**src/rtl/pixel_stream_tracker_if.sv**
```systemverilog
// rtl/pixel_stream_tracker_if.sv - video stream bundle (tdata/tvalid/tready/tuser/tlast)
// Ports (as modports):
//   master : drives tdata, tvalid, tuser (start of frame), tlast (end of line); samples tready
//   slave  : samples tdata, tvalid, tuser, tlast; drives tready
interface pixel_stream_tracker_if #(
    parameter int DATA_W = 24
) ();
    logic [DATA_W-1:0] tdata;
    logic              tvalid;
    logic              tready;
    logic              tuser;
    logic              tlast;

    modport master (
        output tdata,
        output tvalid,
        output tuser,
        output tlast,
        input  tready
    );

    modport slave (
        input  tdata,
        input  tvalid,
        input  tuser,
        input  tlast,
        output tready
    );
endinterface

```
**src/rtl/pixel_stream_tracker.sv**
```systemverilog
// rtl/pixel_stream_tracker.sv - video front end: pixel coordinates, detector clear, geometry checks
// Ports:
//   clk, reset           : clock, synchronous active-high reset
//   s_axis (slave)       : input video beats; tuser = start of frame, tlast = end of line
//   err_clear            : clears err_eol / err_sof (a same-cycle set wins)
//   pixel_data/col/row   : pixel and its coordinates, qualified by pixel_en
//   det_clear            : one-cycle pulse one cycle ahead of pixel (0,0)
//   frame_start/done     : pulses aligned with the first / last pixel of a frame
//   frame_count          : completed frames, wraps
//   err_eol, err_sof     : sticky line-length and mid-frame-SOF flags
module pixel_stream_tracker #(
    parameter int H_ACTIVE   = 640,
    parameter int V_ACTIVE   = 480,
    parameter int PIXEL_SIZE = 24
) (
    input  logic                  clk,
    input  logic                  reset,
    pixel_stream_tracker_if.slave s_axis,
    input  logic                  err_clear,
    output logic [PIXEL_SIZE-1:0] pixel_data,
    output logic [15:0]           pixel_col,
    output logic [15:0]           pixel_row,
    output logic                  pixel_en,
    output logic                  det_clear,
    output logic                  frame_start,
    output logic                  frame_done,
    output logic [15:0]           frame_count,
    output logic                  err_eol,
    output logic                  err_sof
);
    localparam logic [0:0]  WAIT_SOF = 1'b0;
    localparam logic [0:0]  ACTIVE   = 1'b1;
    localparam logic [15:0] COL_LAST = 16'(H_ACTIVE - 1);
    localparam logic [15:0] ROW_LAST = 16'(V_ACTIVE - 1);

    logic [0:0]  state;
    logic [15:0] col;
    logic [15:0] row;
    logic        tready_q;

    // Beat classification for the current cycle.
    logic        beat;
    logic        take;
    logic        is_sof;
    logic [15:0] eff_col;
    logic [15:0] eff_row;
    logic        at_col_last;
    logic        line_end;
    logic        frame_end;

    // Stage 1: coordinates resolved, det_clear issued one cycle ahead of the pixel.
    logic                  s1_valid;
    logic [PIXEL_SIZE-1:0] s1_data;
    logic [15:0]           s1_col;
    logic [15:0]           s1_row;
    logic                  s1_sof;
    logic                  s1_done;
    logic                  s1_eol_err;
    logic                  s1_sof_err;

    assign s_axis.tready = tready_q;

    always_comb begin
        beat        = s_axis.tvalid & tready_q;
        is_sof      = s_axis.tuser;
        // Beats before the first SOF carry no position and are dropped.
        take        = beat & ((state == ACTIVE) | is_sof);
        // An SOF always restarts at (0,0), even mid-frame.
        eff_col     = is_sof ? 16'd0 : col;
        eff_row     = is_sof ? 16'd0 : row;
        at_col_last = (eff_col == COL_LAST);
        line_end    = s_axis.tlast | at_col_last;
        frame_end   = line_end & (eff_row == ROW_LAST);
    end

    always_ff @(posedge clk) begin
        if (reset) begin
            tready_q <= 1'b0;
            state    <= WAIT_SOF;
            col      <= 16'd0;
            row      <= 16'd0;
        end else begin
            tready_q <= 1'b1;
            if (take) begin
                if (frame_end) begin
                    state <= WAIT_SOF;
                    col   <= 16'd0;
                    row   <= 16'd0;
                end else if (line_end) begin
                    state <= ACTIVE;
                    col   <= 16'd0;
                    row   <= eff_row + 16'd1;
                end else begin
                    state <= ACTIVE;
                    col   <= eff_col + 16'd1;
                    row   <= eff_row;
                end
            end
        end
    end

    always_ff @(posedge clk) begin
        if (reset) begin
            s1_valid   <= 1'b0;
            s1_data    <= '0;
            s1_col     <= 16'd0;
            s1_row     <= 16'd0;
            s1_sof     <= 1'b0;
            s1_done    <= 1'b0;
            s1_eol_err <= 1'b0;
            s1_sof_err <= 1'b0;
            det_clear  <= 1'b0;
        end else begin
            s1_valid   <= take;
            s1_data    <= s_axis.tdata;
            s1_col     <= eff_col;
            s1_row     <= eff_row;
            s1_sof     <= take & is_sof;
            s1_done    <= take & frame_end;
            // Length mismatch in either direction: early tlast or missing tlast.
            s1_eol_err <= take & (s_axis.tlast ^ at_col_last);
            s1_sof_err <= take & is_sof & (state == ACTIVE);
            det_clear  <= take & is_sof;
        end
    end

    always_ff @(posedge clk) begin
        if (reset) begin
            pixel_en    <= 1'b0;
            pixel_data  <= '0;
            pixel_col   <= 16'd0;
            pixel_row   <= 16'd0;
            frame_start <= 1'b0;
            frame_done  <= 1'b0;
            frame_count <= 16'd0;
            err_eol     <= 1'b0;
            err_sof     <= 1'b0;
        end else begin
            pixel_en    <= s1_valid;
            pixel_data  <= s1_data;
            pixel_col   <= s1_col;
            pixel_row   <= s1_row;
            frame_start <= s1_sof;
            frame_done  <= s1_done;
            if (s1_done) begin
                frame_count <= frame_count + 16'd1;
            end
            err_eol <= s1_eol_err | (err_eol & ~err_clear);
            err_sof <= s1_sof_err | (err_sof & ~err_clear);
        end
    end
endmodule

```
**src/flat_wrapper.sv**
```systemverilog
// flat-port wrapper written by rule: the top's interface ports become plain ports
module pixel_stream_tracker_flat 
#(
    parameter int H_ACTIVE   = 640,
    parameter int V_ACTIVE   = 480,
    parameter int PIXEL_SIZE = 24
)
  (clk, reset, err_clear, pixel_data, pixel_col, pixel_row, pixel_en, det_clear, frame_start, frame_done, frame_count, err_eol, err_sof, s_axis_tdata, s_axis_tvalid, s_axis_tuser, s_axis_tlast, s_axis_tready);
  pixel_stream_tracker_if #(.DATA_W(24)) s_axis_i ();
  input  logic clk;
  input  logic reset;
  input  logic err_clear;
  output logic [PIXEL_SIZE-1:0] pixel_data;
  output logic [15:0] pixel_col;
  output logic [15:0] pixel_row;
  output logic pixel_en;
  output logic det_clear;
  output logic frame_start;
  output logic frame_done;
  output logic [15:0] frame_count;
  output logic err_eol;
  output logic err_sof;
  input wire logic [$bits(s_axis_i.tdata)-1:0] s_axis_tdata;
  input wire logic [$bits(s_axis_i.tvalid)-1:0] s_axis_tvalid;
  input wire logic [$bits(s_axis_i.tuser)-1:0] s_axis_tuser;
  input wire logic [$bits(s_axis_i.tlast)-1:0] s_axis_tlast;
  output wire logic [$bits(s_axis_i.tready)-1:0] s_axis_tready;
  assign s_axis_i.tdata = s_axis_tdata;
  assign s_axis_i.tvalid = s_axis_tvalid;
  assign s_axis_i.tuser = s_axis_tuser;
  assign s_axis_i.tlast = s_axis_tlast;
  assign s_axis_tready = s_axis_i.tready;
  pixel_stream_tracker #(.H_ACTIVE(H_ACTIVE), .V_ACTIVE(V_ACTIVE), .PIXEL_SIZE(PIXEL_SIZE)) u_core (.clk(clk), .reset(reset), .s_axis(s_axis_i), .err_clear(err_clear), .pixel_data(pixel_data), .pixel_col(pixel_col), .pixel_row(pixel_row), .pixel_en(pixel_en), .det_clear(det_clear), .frame_start(frame_start), .frame_done(frame_done), .frame_count(frame_count), .err_eol(err_eol), .err_sof(err_sof));
endmodule
```
**config.mk**
```make
export PLATFORM = sky130hd
export DESIGN_NAME = pixel_stream_tracker_flat
export DESIGN_NICKNAME = d
export VERILOG_FILES = /design/src/rtl/pixel_stream_tracker_if.sv /design/src/rtl/pixel_stream_tracker.sv /design/src/flat_wrapper.sv
export SDC_FILE = /design/constraint.sdc
export NUM_CORES = 1
export LEC_CHECK = 0
export CAP_MARGIN = 25
export CORE_MARGIN = 5
export CORE_UTILIZATION = 56
export CTS_BUF_LIST = sky130_fd_sc_hd__clkbuf_16
export DETAILED_ROUTE_END_ITERATION = 12
export GPL_TIMING_DRIVEN = 1
export PLACE_DENSITY_LB_ADDON = 0.1
export SKIP_CTS_REPAIR_TIMING = 1
export SLEW_MARGIN = 20
export SYNTH_ARGS = -nofsm -noshare
export SYNTH_HDL_FRONTEND = slang
export SYNTH_SLANG_ARGS = --single-unit
```
**constraint.sdc**
```tcl
create_clock -name clk -period 8.2 [get_ports clk]
set_input_delay 1.23 -clock clk [delete_from_list [all_inputs] [get_ports clk]]
set_output_delay 1.23 -clock clk [all_outputs]
set_load 0.1 [all_outputs]
```
==> results of run 1 <==
[power groups by stage]
stage	Combinational [mW]	Sequential [mW]	Clock [mW]
final	0.104	0.852	0.838
after global routing	0.109	0.853	0.886
after CTS	0.104	0.852	0.847
after detailed placement	0.103	0.871	0
after global placement	0.101	0.870	0
after floorplan	0.0317	0.909	0
[path summary, 6_finish.rpt]
path | to | from | cells past startpoint
setup / recovery | u_core.row[15] | s_axis_tuser | 14
hold / removal | u_core.pixel_col[8] | u_core.s1_col[8] | 1
setup reg to reg | u_core.row[15] | u_core.col[1] | 11
hold reg to reg | u_core.pixel_col[8] | u_core.s1_col[8] | 1
[kinds of logic (layout without fill, tap and decap cells)]
logic type	Yosys count	count (layout)	share of synthesized area
DFF	172	172	0.5757
AOI/OAI and AO/OA	68	68	0.07343
buffers and inverters	42	152	0.02782
muxes	3	3	0.005021
xor gates and xnor gates	16	16	0.02343
adders and majority gates	4	4	0.008369
and+or+nand+nor	300	300	0.2862
[state kept, by name (all words and copies together) (netlist names)]
name / count
u_core.frame_count: 16
u_core.err_eol: 1
u_core.s1_data: 24
u_core.err_sof: 1
u_core.pixel_row: 16
u_core.s1_col: 16
u_core.s1_eol_err: 1
u_core.s1_row: 16
u_core.pixel_en: 1
u_core.col: 16
u_core.row: 16
u_core.pixel_col: 16
u_core.frame_done: 1
u_core.s1_valid: 1
u_core.state: 1
u_core.frame_start: 1
u_core.s1_sof_err: 1
u_core.s1_done: 1
u_core.pixel_data: 24
u_core.det_clear: 1
u_core.s_axis.tready: 1
[metal layers]
layer / part of all wire / vias to the layer above / global-route usage
met1: 0.42 / 2165 / 0.2425
met4: 0.014 / 0 / 0.07612
met3: 0.058 / 16 / 0.04759
met2: 0.51 / 152 / 0.3637
met5: 0 / - / 0
li1: - / 2261 / -
[stage by stage]
stage	worst slack [ps]	instances	total power, mW	hold WS (ps)
2_1_floorplan	4013	605	0.9405	413.0
3_3_place_gp	3449	821	0.9718	416.2
3_5_place_dp	3240	821	0.9742	420.4
4_1_cts	3667	851	1.803	435.1
5_1_grt	3320	851	1.848	442.9
6_report	3589	851	1.793	430.4
[placed cells by master, fill, tap and decap left out, drive strengths merged, types with 8 or more instances in the layout]
| cell type | n |
|---|---|
| dfxtp | 172 |
| clkdlybuf4s50 | 107 |
| nor2b | 87 |
| nand2 | 39 |
| nor2 | 33 |
| and2 | 32 |
| nand3 | 26 |
| a21oi | 21 |
| nand4 | 18 |
| clkbuf | 17 |
| inv | 15 |
| o21ai | 13 |
| nor3 | 11 |
| or3 | 10 |
| xor2 | 9 |
| and3 | 8 |
[final cells by class]
cell class                      count  area [µm²]
Clock buffer                       17       425.4
Clock inverter                     13       190.2
Fill cell                         780        2618
Inverter                           10       37.54
Multi-Input combinational cell    391        2377
Sequential cell                   172        3443
Tap cell                          136       170.2
Timing Repair Buffer              112        1109
==> reports/summary.txt, run 1 <==
Sw frac: 0.2245
Bufs on Longest Clock Path: 2
Post-synth EDFFs: 0
H-tree depth: 4
Yosys top cell area share: 0.5757
Top cells by count, synth: 172 x dfxtp_1, 87 x nor2b_1, 39 x nand2_1
Die X: 113.3 µm
Area of placed instances: 7133 µm²
Synthesized instance count: 605
Final ANT Viol Nets: 0
Layout Skew: 9.695 ps
Area Growth Syn to Fin: 29.62%
Die Y: 113.3 µm
Final Instance Area: 7752 µm²
Yosys warns: 0
DRT Wirelength: 13,030 µm
Root Buffer Master: clkbuf_16
Leakage Power: 2.856 nW
NetSw: 402.6 µW
Seq pwr share: 0.475
Drc violations: 0
Initial antenna violation count: 0
Top cells by area, synth: dfxtp_1 58%, nor2b_1 9.1%, and2_1 3.3%, nand2_1 2.4%, nand3_1 2.2%
1st-iter DRT viols: 303
Worst-Margin Slew: 1026 ps
Final Util: 0.7476
CTS buffer count: 17
Crit path arrival time: 4970 ps
Register area share after synthesis: 0.5757
Number of synthesized register bits: 172
Final Setup Violations: 0
Final Wtd Congestion: 0.8701
Clock tree from TritonCTS: built
Yosys top cell by area: dfxtp_1
Clk sinks: 172
Wire length per cell: 15.31 µm
Top_reg_cell synth: dfxtp_1
Fin Setup TNS: 0 ps
GRT Overall Usage: 0.2056
Pin count of the biggest net entering global routing: 101
N_diodes: 0
Buf+Inv Stages, Crit Path: 3
Async set or reset register ratio after synthesis: 0
IO Port Bufs: 108
Syn Nets: 639
Worst path max stage delay: 650 ps
Full die area: 12,850 µm²
Clock share of power: 0.467
Top delay family on crit path: simple AND/OR/NAND/NOR gates
Boundary Pins: 109
Netlist cell types: 49
Via count: 4,594
Final hold vios: 0
CP Capture Type: flop
Slew HR: 0.3141
Vias per std cell: 5.398
Int Pwr: 1.391 mW
Initial Utilization: 0.5767
RSZ-0062 raised after global routing: false
Comb pwr share: 0.058
Hpwl dp: 8487 µm
R2R Setup Slk: 4750 ps
Critical path class: primary input to flop
Worst Path Max Fanout: 29
CTS clock-pin slew for the worst setup and hold paths: 60 ps
Pre-antenna DRT Iters: 5
Share of cells above drive strength 1: 0.05594
CORE AREA: 10,370 µm²
Min-Delay Path Class: flop to flop
CP Cell Sequence: clkdlybuf4s50_1, buf_4, nand2b_1, inv_1, ha_1, nand3_1, nor2_1, nand4_1, ha_1, nand4b_1, nor2_1, nand4_1, or4b_2, nand3_1
GRT Residual Overflow: 0
CP Launch Type: primary input
Fin crit share: 0.5623
Syn Std Cell Area: 5981 µm²
Clk Latency, worst-skew pair: 420 ps
First-pass GRT wire length: 21,290 µm
Fin crit period: 4611 ps
Max-slew violations: 0
Worst Path Required: 8560 ps
Number of global-route vias before repair: 4,432
Max_cap viols: 0
Worst VDD drop: 0.0001321 V
Final #Nets: 738
Power Dens Cells: 231.3 nW/µm²
Status: completed
Achievable Freq: 0.2169 GHz
CP max-delay cell: or4b_2
Top-count cell post-synth: dfxtp_1
# rows: 37
Avg Inst Size Synth: 9.886 µm²
No activity file was read; power rests on OpenSTA's default activity.
==> run 2, diff against run 1 <==
--- a/config.mk
+++ b/config.mk
@@ -7,7 +7,7 @@
 export LEC_CHECK = 0
 export CAP_MARGIN = 25
 export CORE_MARGIN = 5
-export CORE_UTILIZATION = 56
+export CORE_UTILIZATION = 52
 export CTS_BUF_LIST = sky130_fd_sc_hd__clkbuf_16
 export DETAILED_ROUTE_END_ITERATION = 12
 export GPL_TIMING_DRIVEN = 1
==> constraint.sdc (replaced) <==
create_clock -name clk -period 4.8 [get_ports clk]
set_input_delay 0.72 -clock clk [delete_from_list [all_inputs] [get_ports clk]]
set_output_delay 0.72 -clock clk [all_outputs]
set_load 0.1 [all_outputs]
==> reports/summary.txt, run 2 (synthesized netlist as in run 1, its figures left out) <==
Status: completed
Achievable Freq: 0.2545 GHz
Hpwl dp: 8445 µm (-0.49%)
CORE AREA: 11,370 µm² (+9.6%)
Wire length per cell: 14.58 µm (-4.7%)
Worst VDD drop: 0.0003003 V (+130%)
Die X: 117.2 µm (+3.4%)
Clk sinks: 172 (unchanged)
Drc violations: 0 (unchanged)
Min setup slack post-route: 871.0 ps (-2718 ps)
CP Launch Type: primary input
Final hold vios: 0 (unchanged)
Layout Cells excl Fill: 862 (+1.3%)
Commonest non-fill, non-tap cells in the layout: 172 x dfxtp_1, 107 x clkdlybuf4s50_1, 87 x nor2b_1
Final Util: 0.6780 (-0.06959)
Root Buffer Master: clkbuf_16
CP Capture Type: flop
Clock tree from TritonCTS: built
Full die area: 13,750 µm² (+7.0%)
CTS clock-pin slew for the worst setup and hold paths: 70 ps (about the same)
# rows: 39 (+5.4%)
Vias per std cell: 5.274 (-2.3%)
Power Dens Cells: 375.7 nW/µm² (+62%)
Fin crit period: 3929 ps
CTS buffer count: 17 (unchanged)
Pre-antenna DRT Iters: 4 (-1)
Die Y: 117.2 µm (+3.4%)
Number of global-route vias before repair: 4,239 (-4.4%)
Worst Path Required: 5170 ps (-3390 ps)
Slew HR: 0.3162 (+0.002051)
GRT Residual Overflow: 0 (unchanged)
Min-Delay Path Class: flop to flop
Critical path class: primary input to flop
Share of cells above drive strength 1: 0.05702 (+0.001080)
DRT Wirelength: 12,570 µm (-3.5%)
Area Growth Syn to Fin: 28.89%
Fin Setup TNS: 0 ps (unchanged)
Clk Latency, worst-skew pair: 420 ps (about the same)
Initial antenna violation count: 0 (unchanged)
Crit path arrival time: 4290 ps (-680 ps)
Leakage Power: 2.833 nW (-0.82%)
Post-Place Cells: 830 (+1.1%)
Max_cap viols: 0 (unchanged)
Crit path launch: s_axis_tuser
GRT Overall Usage: 0.1890 (-0.01663)
Area of placed instances: 7154 µm² (+0.30%)
Initial Utilization: 0.5260 (-0.05071)
Boundary Pins: 109 (unchanged)
Worst Reg-to-Reg Cells: 11 (unchanged)
R2r startpoint: u_core.col[1]
Most common cell after layout, fill and taps aside: dfxtp_1
Fin crit share: 0.8185
Via count: 4,546 (-1.0%)
Final Wtd Congestion: 0.9419 (+8.3%)
Pin count of the biggest net entering global routing: 78 (-23%)
Biggest regs: u_core.pixel_data (24), u_core.s1_data (24)
Worst reg2reg endpoint: u_core.row[15]
Final #Nets: 740 (+0.27%)
CP Capture Point: u_core.row[15]
Final Instance Area: 7709 µm² (-0.56%)
Worst Path Max Fanout: 9 (-69%)
IO Port Bufs: 108 (unchanged)
R2R Setup Slk: 1460 ps (-3290 ps)
Layout Skew: 8.557 ps (-1.138 ps)
1st-iter DRT viols: 300 (-0.99%)
RSZ-0062 raised after global routing: false
N_diodes: 0 (unchanged)
Final ANT Viol Nets: 0 (unchanged)
Max-slew violations: 0 (unchanged)
Final Setup Violations: 0 (unchanged)
H-tree depth: 4 (unchanged)
First-pass GRT wire length: 20,330 µm (-4.5%)
Fill count: 894 (+15%)
Worst slack at placement: 515.2 ps (-2725 ps)
Worst-Margin Slew: 1022 ps (-3.068 ps)
Bufs on Longest Clock Path: 2 (unchanged)
[run 2: changes by cell type in the layout (fill, tap and decap cells not counted), moves of 2 or more]
cell,delta
bufinv_16,-3
buf_4,+2
clkinv_4,+2
clkinvlp_4,+2
[run 2: per-layer routing]
layer / vias up / track usage / wire, µm
li1: 2268 / - / -
met1: 2110 / 0.2200 / 5243
met2: 134 / 0.3137 / 6168
met3: 34 / 0.05296 / 762
met4: 0 / 0.1040 / 397
met5: - / 0 / 0
[run 2: worst min path at each step]
stage | from | to | cells past startpoint
final | u_core.s1_col[10] | u_core.pixel_col[10] | 1
after global routing | u_core.s1_data[16] | u_core.pixel_data[16] | 1
after CTS | u_core.s1_data[0] | u_core.pixel_data[0] | 1
after detailed placement | u_core.s1_data[0] | u_core.pixel_data[0] | 1
after global placement | u_core.s1_col[13] | u_core.pixel_col[13] | 1
after floorplan | u_core.s1_eol_err | u_core.err_eol | 2
[run 2: power by group]
group	leakage, nW	internal, mW	total [mW]	switching (mW)
Clock	0.262	0.711	1.27	0.554
Combinational	1.17	0.0550	0.175	0.120
Sequential	1.40	1.45	1.46	0.00685
Total	2.83	2.22	2.90	0.681
[run 2: critical path, stage by stage]
cell             delay, ps
clkdlybuf4s50_1        420
buf_4                  170
nand2b_1               170
inv_1                   70
ha_1                   210
nand3_1                230
nor2_1                 200
nand4_1                140
ha_1                   240
nand4b_1               250
nor2_1                 460
nand4_1                240
or4b_2                 650
nand3_1                100
[run 2: cell type report]
type	count	area [µm²]	area share
inverter	10	37.54	0.004869
sequential	172	3443	0.4467
clock inverter	15	125.1	0.01623
clock buffer	17	425.4	0.05519
timing repair buffer	114	1124	0.1458
tap	143	178.9	0.02321
multi-input combinational	391	2375	0.3081
[run 2: through the flow]
step / hold slack (ps) / power (mW)
after floorplan: 413.0 / 1.607
after global placement: 414.7 / 1.661
after detailed placement: 420.4 / 1.664
after CTS: 434.7 / 2.924
after global routing: 454.6 / 3.003
final: 433.5 / 2.896
==> run 3, diff against run 2 <==
==> constraint.sdc (replaced) <==
create_clock -name clk -period 3.7 [get_ports clk]
set_input_delay 0.555 -clock clk [delete_from_list [all_inputs] [get_ports clk]]
set_output_delay 0.555 -clock clk [all_outputs]
set_load 0.1 [all_outputs]
==> reports/summary.txt, run 3 (synthesized netlist as in run 1, its figures left out) <==
Achievable Freq: 0.3046 GHz
Fin Setup TNS: 0 ps (unchanged)
GRT Residual Overflow: 0 (unchanged)
First-pass GRT wire length: 20,090 µm (-1.2%)
Final Wtd Congestion: 0.9014 (-4.3%)
DRT Wirelength: 12,410 µm (-1.3%)
Final hold vios: 0 (unchanged)
H-tree depth: 4 (unchanged)
Share of cells above drive strength 1: 0.05817 (+0.001148)
Pin count of the biggest net entering global routing: 80 (+2.6%)
Critical path class: primary input to flop
Worst VDD drop: 0.0003788 V (+26%)
Final Setup Violations: 0 (unchanged)
1st-iter DRT viols: 331 (+10%)
Area of placed instances: 7177 µm² (+0.31%)
Hpwl dp: 8497 µm (+0.61%)
Root Buffer Master: clkbuf_16
Commonest non-fill, non-tap cells in the layout: 172 x dfxtp_1, 107 x clkdlybuf4s50_1, 87 x nor2b_1
Sw frac: 0.2246 (-0.01056)
IO Port Bufs: 108 (unchanged)
Pre-antenna DRT Iters: 7 (+3)
Most common cell after layout, fill and taps aside: dfxtp_1
# rows: 39 (unchanged)
Drc violations: 0 (unchanged)
Max-slew violations: 0 (unchanged)
Die Y: 117.2 µm (unchanged)
Layout Skew: 11.08 ps (+2.518 ps)
Worst-Margin Slew: 1039 ps (+16.16 ps)
Bufs on Longest Clock Path: 2 (unchanged)
Final Instance Area: 7735 µm² (+0.34%)
CP Launch Type: primary input
Clock tree from TritonCTS: built
Crit path arrival time: 3650 ps (-640 ps)
Clk sinks: 172 (unchanged)
Final #Nets: 743 (+0.41%)
Buf+Inv Stages, Crit Path: 2 (-1)
Final ANT Viol Nets: 0 (unchanged)
Number of global-route vias before repair: 4,338 (+2.3%)
Min-Delay Path Class: flop to flop
RSZ-0062 raised after global routing: false
N_diodes: 0 (unchanged)
Top delay family on crit path: simple AND/OR/NAND/NOR gates
CP Cell Sequence: clkdlybuf4s50_1, nand2b_1, inv_1, ha_1, nand3_1, nor2_1, nand4_1, ha_1, nand4b_1, nor2_1, nand4_1, or4b_2, nand3_1
Via count: 4,510 (-0.79%)
CTS buffer count: 17 (unchanged)
Initial Utilization: 0.5260 (unchanged)
Status: completed
CP max-delay cell: or4b_2
Boundary Pins: 109 (unchanged)
Fin crit share: 0.8874
Slew HR: 0.3076 (-0.008638)
Fin crit period: 3283 ps
Comb pwr share: 0.060 (about the same)
Seq pwr share: 0.500 (-0.003)
Int Pwr: 2.931 mW (+32%)
Area Growth Syn to Fin: 29.33%
Clock share of power: 0.440 (+0.003)
Leakage Power: 2.865 nW (+1.1%)
Full die area: 13,750 µm² (unchanged)
Worst Path Required: 4060 ps (-1110 ps)
CP Capture Type: flop
Final Power: 3.779 mW (+30%)
Biggest regs: u_core.pixel_data (24), u_core.s1_data (24)
CORE AREA: 11,370 µm² (unchanged)
NetSw: 848.6 µW (+25%)
Max_cap viols: 0 (unchanged)
CTS clock-pin slew for the worst setup and hold paths: 60 ps (about the same)
GRT Overall Usage: 0.1873 (-0.001713)
Vias per std cell: 5.214 (-1.1%)
Worst path max stage delay: 650 ps (about the same)
Die X: 117.2 µm (unchanged)
Power Dens Cells: 488.6 nW/µm² (+30%)
Worst Path Max Fanout: 5 (-4)
Clk Latency, worst-skew pair: 420 ps (about the same)
Initial antenna violation count: 0 (unchanged)
Wire length per cell: 14.35 µm (-1.6%)
==> run 3: cell count changes in the layout (fill, tap and decap cells not counted), sizes merged <==
cell,delta
buf,+3
clkinv,+2
clkinvlp,-2
bufinv,+1
inv,-1
==> run 3: worst register-to-register path, delay by kind of cell, from the launching register on <==
kind | cells | cell delay, ps
adder cells (fa/ha/maj) | 2 | 480
AND/OR/NAND/NOR | 9 | 2090
flip-flops | 1 | 390
==> run 3: cell type report <==
cell class	instances	area, µm²
fillers	944	3635
repair buffers	117	1146
well taps	143	178.9
clock buffers	17	425.4
multi-input cells	391	2371
inverters	10	37.54
clock inverters	15	132.6
flip-flops and latches	172	3443
==> run 3: per-layer routing <==
| layer | vias to the layer above | share of wire | track usage |
|---|---|---|---|
| li1 | 2273 | - | - |
| met1 | 2074 | 0.42 | 0.2185 |
| met4 | 0 | 0.021 | 0.07951 |
| met3 | 25 | 0.062 | 0.05758 |
| met2 | 138 | 0.50 | 0.3183 |
| met5 | - | 0 | 0 |
==> run 3: power by group through the flow <==
stage / Combinational [mW] / Sequential [mW] / Clock [mW]
4_1_cts: 0.229 / 1.89 / 1.70
2_1_floorplan: 0.0703 / 2.01 / 0
3_5_place_dp: 0.228 / 1.93 / 0
6_report: 0.227 / 1.89 / 1.66
3_3_place_gp: 0.226 / 1.93 / 0
5_1_grt: 0.241 / 1.89 / 1.79
==> run 3: worst paths after layout <==
check / to / slack (ps) / startpoint / depth (start not counted)
worst max-delay path: u_core.row[15] / 420 / s_axis_tuser / 13
worst min-delay path: u_core.pixel_data[14] / 440 / u_core.s1_data[14] / 1
worst min register to register: u_core.pixel_data[14] / 440 / u_core.s1_data[14] / 1
worst max register to register: u_core.row[15] / 680 / u_core.col[1] / 11
==> run 3: per-stage QoR <==
| step | utilization | hold WS, ps | instances | worst slack, ps |
|---|---|---|---|---|
| after detailed placement | 0.6312 | 424.2 | 833 | 24.33 |
| after global routing | 0.6803 | 456.0 | 865 | 139.1 |
| after global placement | 0.6312 | 417.9 | 833 | 152.8 |
| final | 0.6803 | 435.4 | 865 | 416.7 |
| after CTS | 0.6803 | 438.1 | 865 | 455.1 |
| after floorplan | - | 413.0 | 605 | 187.6 |
